<file path="config.mk">
export PLATFORM = sky130hd
export DESIGN_NAME = seven_segment_top
export DESIGN_NICKNAME = d
export VERILOG_FILES = /design/src/rtl/seven_segment_pkg.sv /design/src/rtl/seven_segment_seg7_decoder.sv /design/src/rtl/seven_segment.sv
export SDC_FILE = /design/constraint.sdc
export NUM_CORES = 1
export LEC_CHECK = 0
export CAP_MARGIN = 20
export CORE_MARGIN = 4
export CORE_UTILIZATION = 49
export CTS_CLUSTER_DIAMETER = 50
export DETAILED_ROUTE_END_ITERATION = 8
export PLACE_DENSITY = 0.8
export SYNTH_ARGS = -nofsm -noshare
export SYNTH_HDL_FRONTEND = slang
export SYNTH_SLANG_ARGS = --single-unit
</file>
<file path="constraint.sdc">
create_clock -name clk -period 11.3 [get_ports clk]
set_clock_uncertainty 0.1 [all_clocks]
set_input_delay 2.825 -clock clk [delete_from_list [all_inputs] [get_ports clk]]
set_output_delay 2.825 -clock clk [all_outputs]
set_load 0.005 [all_outputs]
</file>
<file path="src/rtl/seven_segment_pkg.sv">
// Shared definitions for the multiplexed 3-digit decimal display: segment codes,
// anode patterns and the digit index type.
package seven_segment_pkg;

    typedef logic [1:0] digit_idx_t;

    // Active-low segment codes, bit order {g,f,e,d,c,b,a}
    localparam logic [6:0] SEG_0     = 7'h40;
    localparam logic [6:0] SEG_1     = 7'h79;
    localparam logic [6:0] SEG_2     = 7'h24;
    localparam logic [6:0] SEG_3     = 7'h30;
    localparam logic [6:0] SEG_4     = 7'h19;
    localparam logic [6:0] SEG_5     = 7'h12;
    localparam logic [6:0] SEG_6     = 7'h02;
    localparam logic [6:0] SEG_7     = 7'h78;
    localparam logic [6:0] SEG_8     = 7'h00;
    localparam logic [6:0] SEG_9     = 7'h10;
    localparam logic [6:0] SEG_BLANK = 7'h7F;

    localparam logic [3:0] AN_DIG0 = 4'b1110;
    localparam logic [3:0] AN_DIG1 = 4'b1101;
    localparam logic [3:0] AN_DIG2 = 4'b1011;
    localparam logic [3:0] AN_DIG3 = 4'b0111;
    localparam logic [3:0] AN_OFF  = 4'b1111;

    function automatic logic [3:0] an_code(input digit_idx_t idx);
        case (idx)
            2'd0:    return AN_DIG0;
            2'd1:    return AN_DIG1;
            2'd2:    return AN_DIG2;
            default: return AN_DIG3;
        endcase
    endfunction

endpackage

</file>
<file path="src/rtl/seven_segment_seg7_decoder.sv">
// BCD digit to active-low seven-segment code; non-decimal codes and the
// blank flag both produce an unlit digit.
module seg7_decoder
    import seven_segment_pkg::*;
(
    input  logic [3:0] digit,
    input  logic       blank,
    output logic [6:0] seg
);

    always_comb begin
        seg = SEG_BLANK;
        if (!blank) begin
            case (digit)
                4'd0:    seg = SEG_0;
                4'd1:    seg = SEG_1;
                4'd2:    seg = SEG_2;
                4'd3:    seg = SEG_3;
                4'd4:    seg = SEG_4;
                4'd5:    seg = SEG_5;
                4'd6:    seg = SEG_6;
                4'd7:    seg = SEG_7;
                4'd8:    seg = SEG_8;
                4'd9:    seg = SEG_9;
                default: seg = SEG_BLANK;
            endcase
        end
    end

endmodule

</file>
<file path="src/rtl/seven_segment.sv">
// Shows an 8-bit switch value in decimal on a 4-digit multiplexed display,
// with leading-zero blanking and a fixed dwell of SCAN_DIV cycles per digit.
module seven_segment_top
    import seven_segment_pkg::*;
#(
    parameter int SCAN_DIV = 100000
) (
    input  logic       clk,
    input  logic       rst,
    input  logic [7:0] sw,
    output logic [6:0] seg,
    output logic [3:0] an
);

    localparam int              CNT_W    = $clog2(SCAN_DIV);
    localparam logic [CNT_W-1:0] CNT_LAST = CNT_W'(SCAN_DIV - 1);

    logic [7:0]       sw_q;
    logic [19:0]      bcd_sh;
    logic [3:0]       ones;
    logic [3:0]       tens;
    logic [3:0]       hundreds;
    logic [CNT_W-1:0] scan_cnt;
    digit_idx_t       idx;
    logic [3:0]       sel_digit;
    logic             sel_blank;
    logic [6:0]       seg_next;

    // Stage 1: input register
    always_ff @(posedge clk) begin
        if (rst) begin
            sw_q <= '0;
        end else begin
            sw_q <= sw;
        end
    end

    // Double-dabble: the three BCD nibbles sit above the binary byte
    always_comb begin
        bcd_sh = {12'd0, sw_q};
        for (int i = 0; i < 8; i++) begin
            if (bcd_sh[11:8] >= 4'd5)  bcd_sh[11:8]  = bcd_sh[11:8]  + 4'd3;
            if (bcd_sh[15:12] >= 4'd5) bcd_sh[15:12] = bcd_sh[15:12] + 4'd3;
            if (bcd_sh[19:16] >= 4'd5) bcd_sh[19:16] = bcd_sh[19:16] + 4'd3;
            bcd_sh = bcd_sh << 1;
        end
        ones     = bcd_sh[11:8];
        tens     = bcd_sh[15:12];
        hundreds = bcd_sh[19:16];
    end

    always_ff @(posedge clk) begin
        if (rst) begin
            scan_cnt <= '0;
            idx      <= '0;
        end else if (scan_cnt == CNT_LAST) begin
            scan_cnt <= '0;
            idx      <= idx + 2'd1;
        end else begin
            scan_cnt <= scan_cnt + 1'b1;
        end
    end

    // Digit index 3 has no content and is always dark
    always_comb begin
        sel_digit = 4'd0;
        sel_blank = 1'b1;
        case (idx)
            2'd0: begin
                sel_digit = ones;
                sel_blank = 1'b0;
            end
            2'd1: begin
                sel_digit = tens;
                sel_blank = (sw_q < 8'd10);
            end
            2'd2: begin
                sel_digit = hundreds;
                sel_blank = (sw_q < 8'd100);
            end
            default: begin
                sel_digit = 4'd0;
                sel_blank = 1'b1;
            end
        endcase
    end

    seg7_decoder u_dec (
        .digit (sel_digit),
        .blank (sel_blank),
        .seg   (seg_next)
    );

    // Stage 2: segments and anodes registered together
    always_ff @(posedge clk) begin
        if (rst) begin
            seg <= SEG_BLANK;
            an  <= AN_OFF;
        end else begin
            seg <= seg_next;
            an  <= an_code(idx);
        end
    end

endmodule

</file>
==> qor.yml, run 1 <==
post_cts_resized: 0
core_sq_um: 5240
grt_remaining_overflow: 0
worst_slack_ps: 4920
yosysSeqAreaShare_pct: 27.9
fin_util_pct: 58.4
htreeDepth: 2
hpwl_mm: 4.41
cts_buffers: 5
syn_avg_cell_area_sq_um: 8.20
cts-root-buf: "clkbuf_8"
syn_to_final_growth_pct: 12.3
wl_per_cell_microns: 14.0
p_leak_nw: 1.19
tns_ps: 0
grt_pass1_wl_mm: 10.1
layout_commonest_cell: "nor2_1"
fp.dieH_microns: 82.5
layout-drive-gt1-share_pct: 6.05
clk_pin_slew_worst_paths_ps: 70
layout_common_cells: "40 x nor2_1, 38 x dfxtp_1, 27 x nand2_1, 22 x inv_1, 21 x ha_1"
holdWs_ps: 359
grt_util_all_layers_pct: 18.7
critPathSlowestCell: "or4_1"
place.port_buffers: 20
ys_async_sr_fraction_pct: 0
grt_pass1_vias: 2262
synth_area_leaders: "dfxtp_1 28%, ha_1 9.7%, nor2_1 5.5%"
slew-limit-headroom_pct: 50.7
dr.first_iter.drc_count: 184
synth.cell_area_sq_um: 2720
ys.flop_type: "dfxtp_1"
grt_max_degree: 18
cts_tree: "yes"
worst_ir_drop_vdd_mv: 0.0907
post-place-ws_ps: 4990
antenna_found_initial: 0
run_status: "finished clean"
arrival_ps: 6450
crit_path_max_incr_delay_ps: 510
drt-total-wl_mm: 5.83
die_w_microns: 82.5
place_inst: 410
routabilityCongestion: 0.923
drt.antenna.violating_nets: 0
hp-class: "reg2reg"
num_vias: 2444
path_class: "reg2reg"
yosysTopAreaCellShare_pct: 27.9
via_per_inst: 5.86
cts.sinks: 38
p_total_mw: 0.423
ys_ff_latch: 38
die_area_sq_um: 6810
crit_required_ps: 11370
yosys_warnings: 0
yosys.area.top_type: "dfxtp_1"
fin_area_sq_um: 3060
stdcell_count: 417
critPathMaxFanout: 10
syn_inst: 332
start_util_pct: 52.0
cap_violations: 0
crit_path_start_kind: "register"
post-route-period-util_pct: 56.4
fin_crit_ps: 6380
synth-edff-count: 0
grt_setup_unrepaired: "no"
maxSlewViolCount: 0
finalHoldViolCount: 0
rows: 26
synth_fp_nets: 363
ctsHoldBuffers: 0
drc: 0
finalSetupViolCount: 0
nNetsFinal: 378
place_area_sq_um: 2950
post_cts_buffers: 0
cts_buffer_depth: 2
antennaDiodeCount: 0
endpoint_kind: "register"
io_pins: 21
fmax_mhz: 157
powerDensity_nw_per_um2: 138
tightest_slew_ps: 736
insertion_delay_ps: 290
synth.distinct_cells: 70
first_pass_iters: 5
worst paths after layout:
kind                     startpoint                     end  slack, ps  cells past startpoint
max reg2reg      sw_q[6]$_SDFF_PP0_       seg[5]$_SDFF_PP1_       4920                     30
min reg2reg  scan_cnt[0]$_SDFF_PP0_  scan_cnt[0]$_SDFF_PP0_        360                      1
min          scan_cnt[0]$_SDFF_PP0_  scan_cnt[0]$_SDFF_PP0_        360                      1
max              sw_q[6]$_SDFF_PP0_       seg[5]$_SDFF_PP1_       4920                     30
cell usage after synthesis, types with 3 or more instances:
cell type	number
a2111oi_0	4
a211oi_1	3
a21oi_1	15
a31oi_1	6
and3_1	4
clkbuf_1	8
dfxtp_1	38
ha_1	21
inv_1	22
mux2i_1	5
nand2_1	27
nand2b_1	8
nand3_1	8
nand4_1	6
nor2_1	40
nor2b_1	8
nor3_1	3
o21ai_0	13
o21ai_1	3
or3_1	6
xnor2_1	11
xor2_1	9
registers in the layout (all words and copies together) (netlist names):
register  count
idx           2
seg           7
sw_q          8
scan_cnt     17
an            4
where the power goes:
part / internal [mW] / switching, mW / leakage, nW
logic: 0.0716 / 0.0839 / 0.825
registers: 0.145 / 0.00590 / 0.312
clock network: 0.0706 / 0.0459 / 0.0573
total: 0.287 / 0.136 / 1.19
metal layers:
metal	track usage (%)	share of wire [%]	vias up
met5	0	0	-
met4	6.21	1.4	0
met3	4.12	5.2	11
met2	30.3	47	90
met1	24.7	46	1119
li1	-	-	1224
logic make-up (layout without fill, tap and decap cells):
| group | Yosys count | in the layout | share of synthesized area [%] |
|---|---|---|---|
| adders and majority gates | 21 | 21 | 9.65 |
| DFF | 38 | 38 | 27.9 |
| buffers and inverters | 34 | 49 | 5.42 |
| muxes | 8 | 8 | 3.22 |
| and+or+nand+nor | 125 | 125 | 22.8 |
| xor gates and xnor gates | 20 | 20 | 6.43 |
| AOI/OAI and AO/OA | 86 | 86 | 24.5 |
layout make-up:
type	count	area [sq um]
fill	470	2180
multi-input combinational	260	1810
sequential	38	761
timing repair buffer	20	200
tap	70	87.6
clock buffer	6	82.6
inverter	22	82.6
clock inverter	1	30.0
critical path: cells and delay by family (launching register included):
family          cells  cell delay, ps
mux                 1             140
compound gates      8            1400
buf+inv             5             600
simple gates        8            1670
xor+xnor            3             570
flops               1             500
fa+ha+maj           5            1290
(Power assumes the default switching activity.)
==> inputs of run 2 (changes only) <==
PLACE_DENSITY = 0.82   (was 0.8)
clock period = 5.3 ns   (was 11.3 ns; I/O delays follow)
==> run 2 against run 1 <==
  * Sequential power increased by 110%
  * Global-route usage increased by 0.31 points
  * Total power grew 110%
  * Core utilization increased by 4.4 points
  * Via count up 1.9%
  * Largest power group unchanged
  * Sequential cell count did not move
  * Sequential share of layout area shrank 1.7 points
  * Cell area is 7.5% higher
  * Non-clock buffer count rose by 18
  * Worst setup slack worse by 4700 ps
  * Clock power grew 75%
==> qor.yml, run 2 (synthesis results as in run 1) <==
run_status: "finished clean"
wl_per_cell_microns: 13.8  # -1.2%
io_pins: 21  # unchanged
start_util_pct: 52.0  # unchanged
rows: 26  # unchanged
multi_input_area_sq_um: 1920  # +5.8%
grt_remaining_overflow: 0  # unchanged
p_total_mw: 0.903  # +110%
crit_required_ps: 5420  # -5950 ps
n_fill_cell: 443  # -5.7%
cts_buffer_depth: 2  # unchanged
drc: 0  # unchanged
fin_util_pct: 62.8  # +4.4 points
antenna_found_initial: 0  # unchanged
first_pass_iters: 4  # -1
hp-class: "reg2reg"
cts_buffers: 5  # unchanged
cap_violations: 0  # unchanged
cts_tree: "yes"
drt-total-wl_mm: 6.02  # +3.3%
insertion_delay_ps: 290  # about the same
slew-limit-headroom_pct: 55.3  # +4.6 points
layout_commonest_cell: "nor2_1"
syn_to_final_growth_pct: 20.7
htreeDepth: 2  # unchanged
fmax_mhz: 196  # +25%
place.port_buffers: 20  # unchanged
p_leak_nw: 1.28  # +7.4%
path_class: "reg2reg"
critPathMaxFanout: 5  # -5
grt_max_degree: 18  # unchanged
routabilityCongestion: 0.999  # +8.2%
hpwl_mm: 4.58  # +4.0%
antennaDiodeCount: 0  # unchanged
grt_pass1_vias: 2440  # +7.9%
maxSlewViolCount: 0  # unchanged
grt_util_all_layers_pct: 19.0  # +0.31 points
reg2regPathDepth: 25  # -17%
cp-endpoint: "seg[4]$_SDFF_PP1_"
via_per_inst: 5.71  # -2.5%
layout-drive-gt1-share_pct: 17.5  # +11 points
dr.first_iter.drc_count: 118  # -36%
reg2reg_slack_ps: 190  # -4740 ps
drt.antenna.violating_nets: 0  # unchanged
die_w_microns: 82.5  # unchanged
fp.dieH_microns: 82.5  # unchanged
ctsHoldBuffers: 0  # unchanged
largest-register: "scan_cnt"
grt_pass1_wl_mm: 10.4  # +2.4%
cts.sinks: 38  # unchanged
post-place-ws_ps: -111  # -5100 ps
arrival_ps: 5230  # -1220 ps
num_vias: 2491  # +1.9%
powerDensity_nw_per_um2: 275  # +99%
worst_slack_ps: 188  # -4740 ps
worst_ir_drop_vdd_mv: 0.205  # +130%
finalSetupViolCount: 0  # unchanged
core_sq_um: 5240  # unchanged
tightest_slew_ps: 667  # -69.0 ps
fin_crit_ps: 5110  # -1260 ps
clk_pin_slew_worst_paths_ps: 70  # about the same
holdPathStages: 1  # unchanged
die_area_sq_um: 6810  # unchanged
timing.rr.start: "sw_q[6]$_SDFF_PP0_"
nNetsFinal: 396  # +4.8%
startpoint: "sw_q[6]$_SDFF_PP0_"
endpoint_kind: "register"
finalHoldViolCount: 0  # unchanged
crit_path_start_kind: "register"
cts-root-buf: "clkbuf_8"
post-route-period-util_pct: 96.5  # +40 points
largest_reg_flops: 17  # unchanged
r2r_end: "seg[4]$_SDFF_PP1_"
layout_common_cells: "37 x nor2_1, 36 x dfxtp_1, 26 x nand2_1, 20 x clkdlybuf4s50_1, 19 x inv_1"
regArea_sq_um: 763  # +0.33%
biggestRegsByFlops: "scan_cnt (17), sw_q (8), seg (7)"
## run 2: what timing repair did
action / CTS / global route
buffers inserted: 3 / 5
endpoints found under the hold margin: 0 / 0
pin swaps: 2 / 8
setup endpoints to repair: 5 / 7
resized for setup: 3 / 12
## run 2: critical path: stages, from the launching register on
cell,delay [ps]
dfxtp_2,340
inv_2,50
ha_4,160
o21ai_2,150
xnor2_2,110
ha_1,190
nand2b_1,180
a32oi_4,300
xnor2_2,160
inv_2,80
ha_2,180
inv_1,120
nor2_2,70
o311a_1,330
a21oi_1,240
o221ai_2,180
xnor2_1,370
ha_2,320
o2bb2ai_2,80
xnor2_1,120
a221o_1,370
and2_2,220
ha_1,210
o211ai_1,170
o21ai_0,100
a21oi_1,130
## run 2: area by class of cell
type	instances	share of cell area (%)
multi-input combinational	260	58.4
timing repair buffer	38	10.3
tap	70	2.66
clock buffer	6	2.51
sequential	38	23.2
clock inverter	2	0.381
inverter	22	2.51
## run 2: worst min path at each step
stage / from / end / slack [ps]
3_5_place_dp: scan_cnt[0]$_SDFF_PP0_ / scan_cnt[0]$_SDFF_PP0_ / 370
2_1_floorplan: scan_cnt[0]$_SDFF_PP0_ / scan_cnt[0]$_SDFF_PP0_ / 320
3_3_place_gp: scan_cnt[0]$_SDFF_PP0_ / scan_cnt[0]$_SDFF_PP0_ / 330
4_1_cts: scan_cnt[0]$_SDFF_PP0_ / scan_cnt[0]$_SDFF_PP0_ / 380
6_report: scan_cnt[0]$_SDFF_PP0_ / scan_cnt[0]$_SDFF_PP0_ / 370
5_1_grt: scan_cnt[0]$_SDFF_PP0_ / scan_cnt[0]$_SDFF_PP0_ / 390
## run 2: power by group
part	switching [mW]	internal [mW]	total, mW
clock	0.101	0.104	0.205
sequential	0.0106	0.309	0.320
combinational	0.193	0.185	0.378
## run 2: stage by stage
stage / TNS [ps] / hold slack [ps] / cell area (sq um) / cells
6_report: 0 / 371 / 3290 / 436
2_1_floorplan: 0 / 318 / 2790 / 332
4_1_cts: 0 / 380 / 3210 / 431
3_5_place_dp: -239 / 368 / 3090 / 420
3_3_place_gp: 0 / 332 / 3090 / 420
5_1_grt: -175 / 393 / 3290 / 436
## run 2: metal layers
| metal | GRT usage, % | routed length (microns) | vias to the layer above |
|---|---|---|---|
| met4 | 4.74 | 72 | 0 |
| met1 | 23.6 | 2720 | 1143 |
| li1 | - | - | 1264 |
| met2 | 33.5 | 2930 | 75 |
| met3 | 4.01 | 309 | 9 |
| met5 | 0 | 0 | - |
==> inputs of run 3 (changes only) <==
clock period = 4.2 ns   (was 5.3 ns; I/O delays follow)
==> run 3 against run 2 <==
  * The run now ends with negative setup slack left
  * Via count up 13%
  * Final cell count increased by 13%
  * Worst setup slack lost 740 ps
  * Routed wire length is 21% higher
  * Sequential cell count stayed put
  * Sequential power is 26% higher
  * Largest cell class unchanged
  * Largest power group unchanged
  * Highest routed layer unchanged
==> qor.yml, run 3 (synthesis results as in run 1) <==
run_status: "finished with violations"
violations: "negative setup slack"
path_buf_inv: 5  # +2
syn_to_final_growth_pct: 43.7
start_util_pct: 52.0  # unchanged
tns_ps: -3350  # -3350 ps
wl_per_cell_microns: 14.7  # +6.4%
crit_required_ps: 4280  # -1140 ps
clk_pin_slew_worst_paths_ps: 70  # about the same
cts_tree: "yes"
startpoint: "sw_q[6]$_SDFF_PP0_"
place_inst: 473  # +13%
stdcell_count: 494  # +13%
powerDensity_nw_per_um2: 351  # +28%
path_class: "reg2reg"
fmax_mhz: 211  # +7.7%
worst_slack_ps: -547  # -735 ps
dr.first_iter.drc_count: 149  # +26%
grt_max_degree: 18  # unchanged
drt-total-wl_mm: 7.26  # +21%
io_pins: 21  # unchanged
finalHoldViolCount: 0  # unchanged
layout_commonest_cell: "buf_4"
rows: 26  # unchanged
crit_path_max_incr_delay_ps: 360  # about the same
slew-limit-headroom_pct: 51.9  # -3.4 points
place.port_buffers: 20  # unchanged
critPathMaxFanout: 5  # unchanged
tightest_slew_ps: 717  # +50.4 ps
cts.sinks: 38  # unchanged
maxSlewViolCount: 0  # unchanged
nNetsFinal: 454  # +15%
post-route-period-util_pct: 113  # +17 points
first_pass_iters: 4  # unchanged
grt_util_all_layers_pct: 21.9  # +2.8 points
grt_pass1_vias: 2806  # +15%
place_area_sq_um: 3550  # +15%
largest_reg_flops: 17  # unchanged
fp.dieH_microns: 82.5  # unchanged
die_area_sq_um: 6810  # unchanged
holdPathStages: 1  # unchanged
cts_buffer_depth: 2  # unchanged
hpwl_mm: 5.30  # +16%
finalSetupViolCount: 7  # +7
critPathSlowestCell: "dfxtp_2"
routabilityCongestion: 0.914  # -8.5%
timing.rr.start: "sw_q[6]$_SDFF_PP0_"
layout-drive-gt1-share_pct: 34.9  # +17 points
core_sq_um: 5240  # unchanged
crit_path_start_kind: "register"
htreeDepth: 2  # unchanged
worst_ir_drop_vdd_mv: 0.285  # +39%
p_total_mw: 1.37  # +52%
cap_violations: 0  # unchanged
grt_pass1_wl_mm: 11.8  # +14%
p_leak_nw: 1.59  # +24%
insertion_delay_ps: 290  # about the same
fin_util_pct: 74.7  # +12 points
holdWs_ps: 347  # -23.6 ps
largest-register: "scan_cnt"
antenna_found_initial: 0  # unchanged
fin_crit_ps: 4750  # -365 ps
num_vias: 2807  # +13%
via_per_inst: 5.68  # -0.54%
holdCritStartpoint: "scan_cnt[0]$_SDFF_PP0_"
grt_remaining_overflow: 0  # unchanged
critPathTopFamily: "compound AO/OA/AOI/OAI gates"
cts-root-buf: "clkbuf_8"
arrival_ps: 4830  # -400 ps
biggestRegsByFlops: "scan_cnt (17), sw_q (8), seg (7)"
endpoint_kind: "register"
post-place-ws_ps: -584  # -472 ps
reg2regPathDepth: 26  # +4.0%
drt.antenna.violating_nets: 0  # unchanged
ctsHoldBuffers: 0  # unchanged
die_w_microns: 82.5  # unchanged
layout_common_cells: "75 x buf_4, 36 x nor2_1, 36 x dfxtp_1, 24 x nand2_1, 20 x clkdlybuf4s50_1"
fin_area_sq_um: 3910  # +19%
drc: 0  # unchanged
path_depth: 26  # +4.0%
antennaDiodeCount: 0  # unchanged
cts_buffers: 5  # unchanged
hp-class: "reg2reg"
grt_setup_unrepaired: "yes"
run 3: changes by cell type in the layout (fill, tap and decap cells not counted), sizes merged:
cell,before,now
buf,18,76
run 3: final timing paths:
check	slack, ps	end
min	350	scan_cnt[0]$_SDFF_PP0_
max	-550	seg[5]$_SDFF_PP1_
min reg2reg	350	scan_cnt[0]$_SDFF_PP0_
max reg2reg	-550	seg[5]$_SDFF_PP1_
run 3: what timing repair did:
item,in CTS,in global routing
resized for setup,25,13
buffers inserted,11,2
endpoints found under the setup margin,7,7
pin swaps,12,5
run 3: final cells by class:
type / count / area (sq um)
Multi-Input combinational cell: 260 / 2100
Fill cell: 372 / 1330
Timing Repair Buffer: 96 / 774
Sequential cell: 38 / 763
Inverter: 22 / 92.6
Tap cell: 70 / 87.6
Clock buffer: 6 / 82.6
Clock inverter: 2 / 12.5
run 3: worst reg2reg max path: stages, from the launching register on:
cell	delay (ps)
dfxtp_2	360
inv_4	40
ha_4	150
o21ai_4	130
xnor2_2	140
ha_2	240
nand2b_4	70
a32oi_4	330
xnor2_2	170
inv_2	80
ha_2	190
nor2_2	150
o311a_1	250
a21oi_2	100
buf_4	170
a211o_1	300
o21a_1	200
o21ai_0	220
xnor2_1	120
a22oi_1	200
nor2_1	70
a31oi_1	140
buf_4	180
inv_1	80
ha_1	200
a31oi_1	180
o21ai_1	70
run 3: report_power, final:
part | leakage (nW) | total, mW | switching [mW] | internal, mW
Clock | 0.0472 | 0.259 | 0.127 | 0.132
Sequential | 0.312 | 0.403 | 0.0123 | 0.391
Combinational | 1.23 | 0.713 | 0.331 | 0.381
Total | 1.59 | 1.37 | 0.471 | 0.904
run 3: metal layers:
layer / global-route usage, % / vias to the layer above / wire, microns
met2: 41.1 / 84 / 3820
met3: 4.23 / 18 / 300
met4: 8.17 / 0 / 165
met1: 24.0 / 1329 / 2970
met5: 0 / - / 0
li1: - / 1376 / -
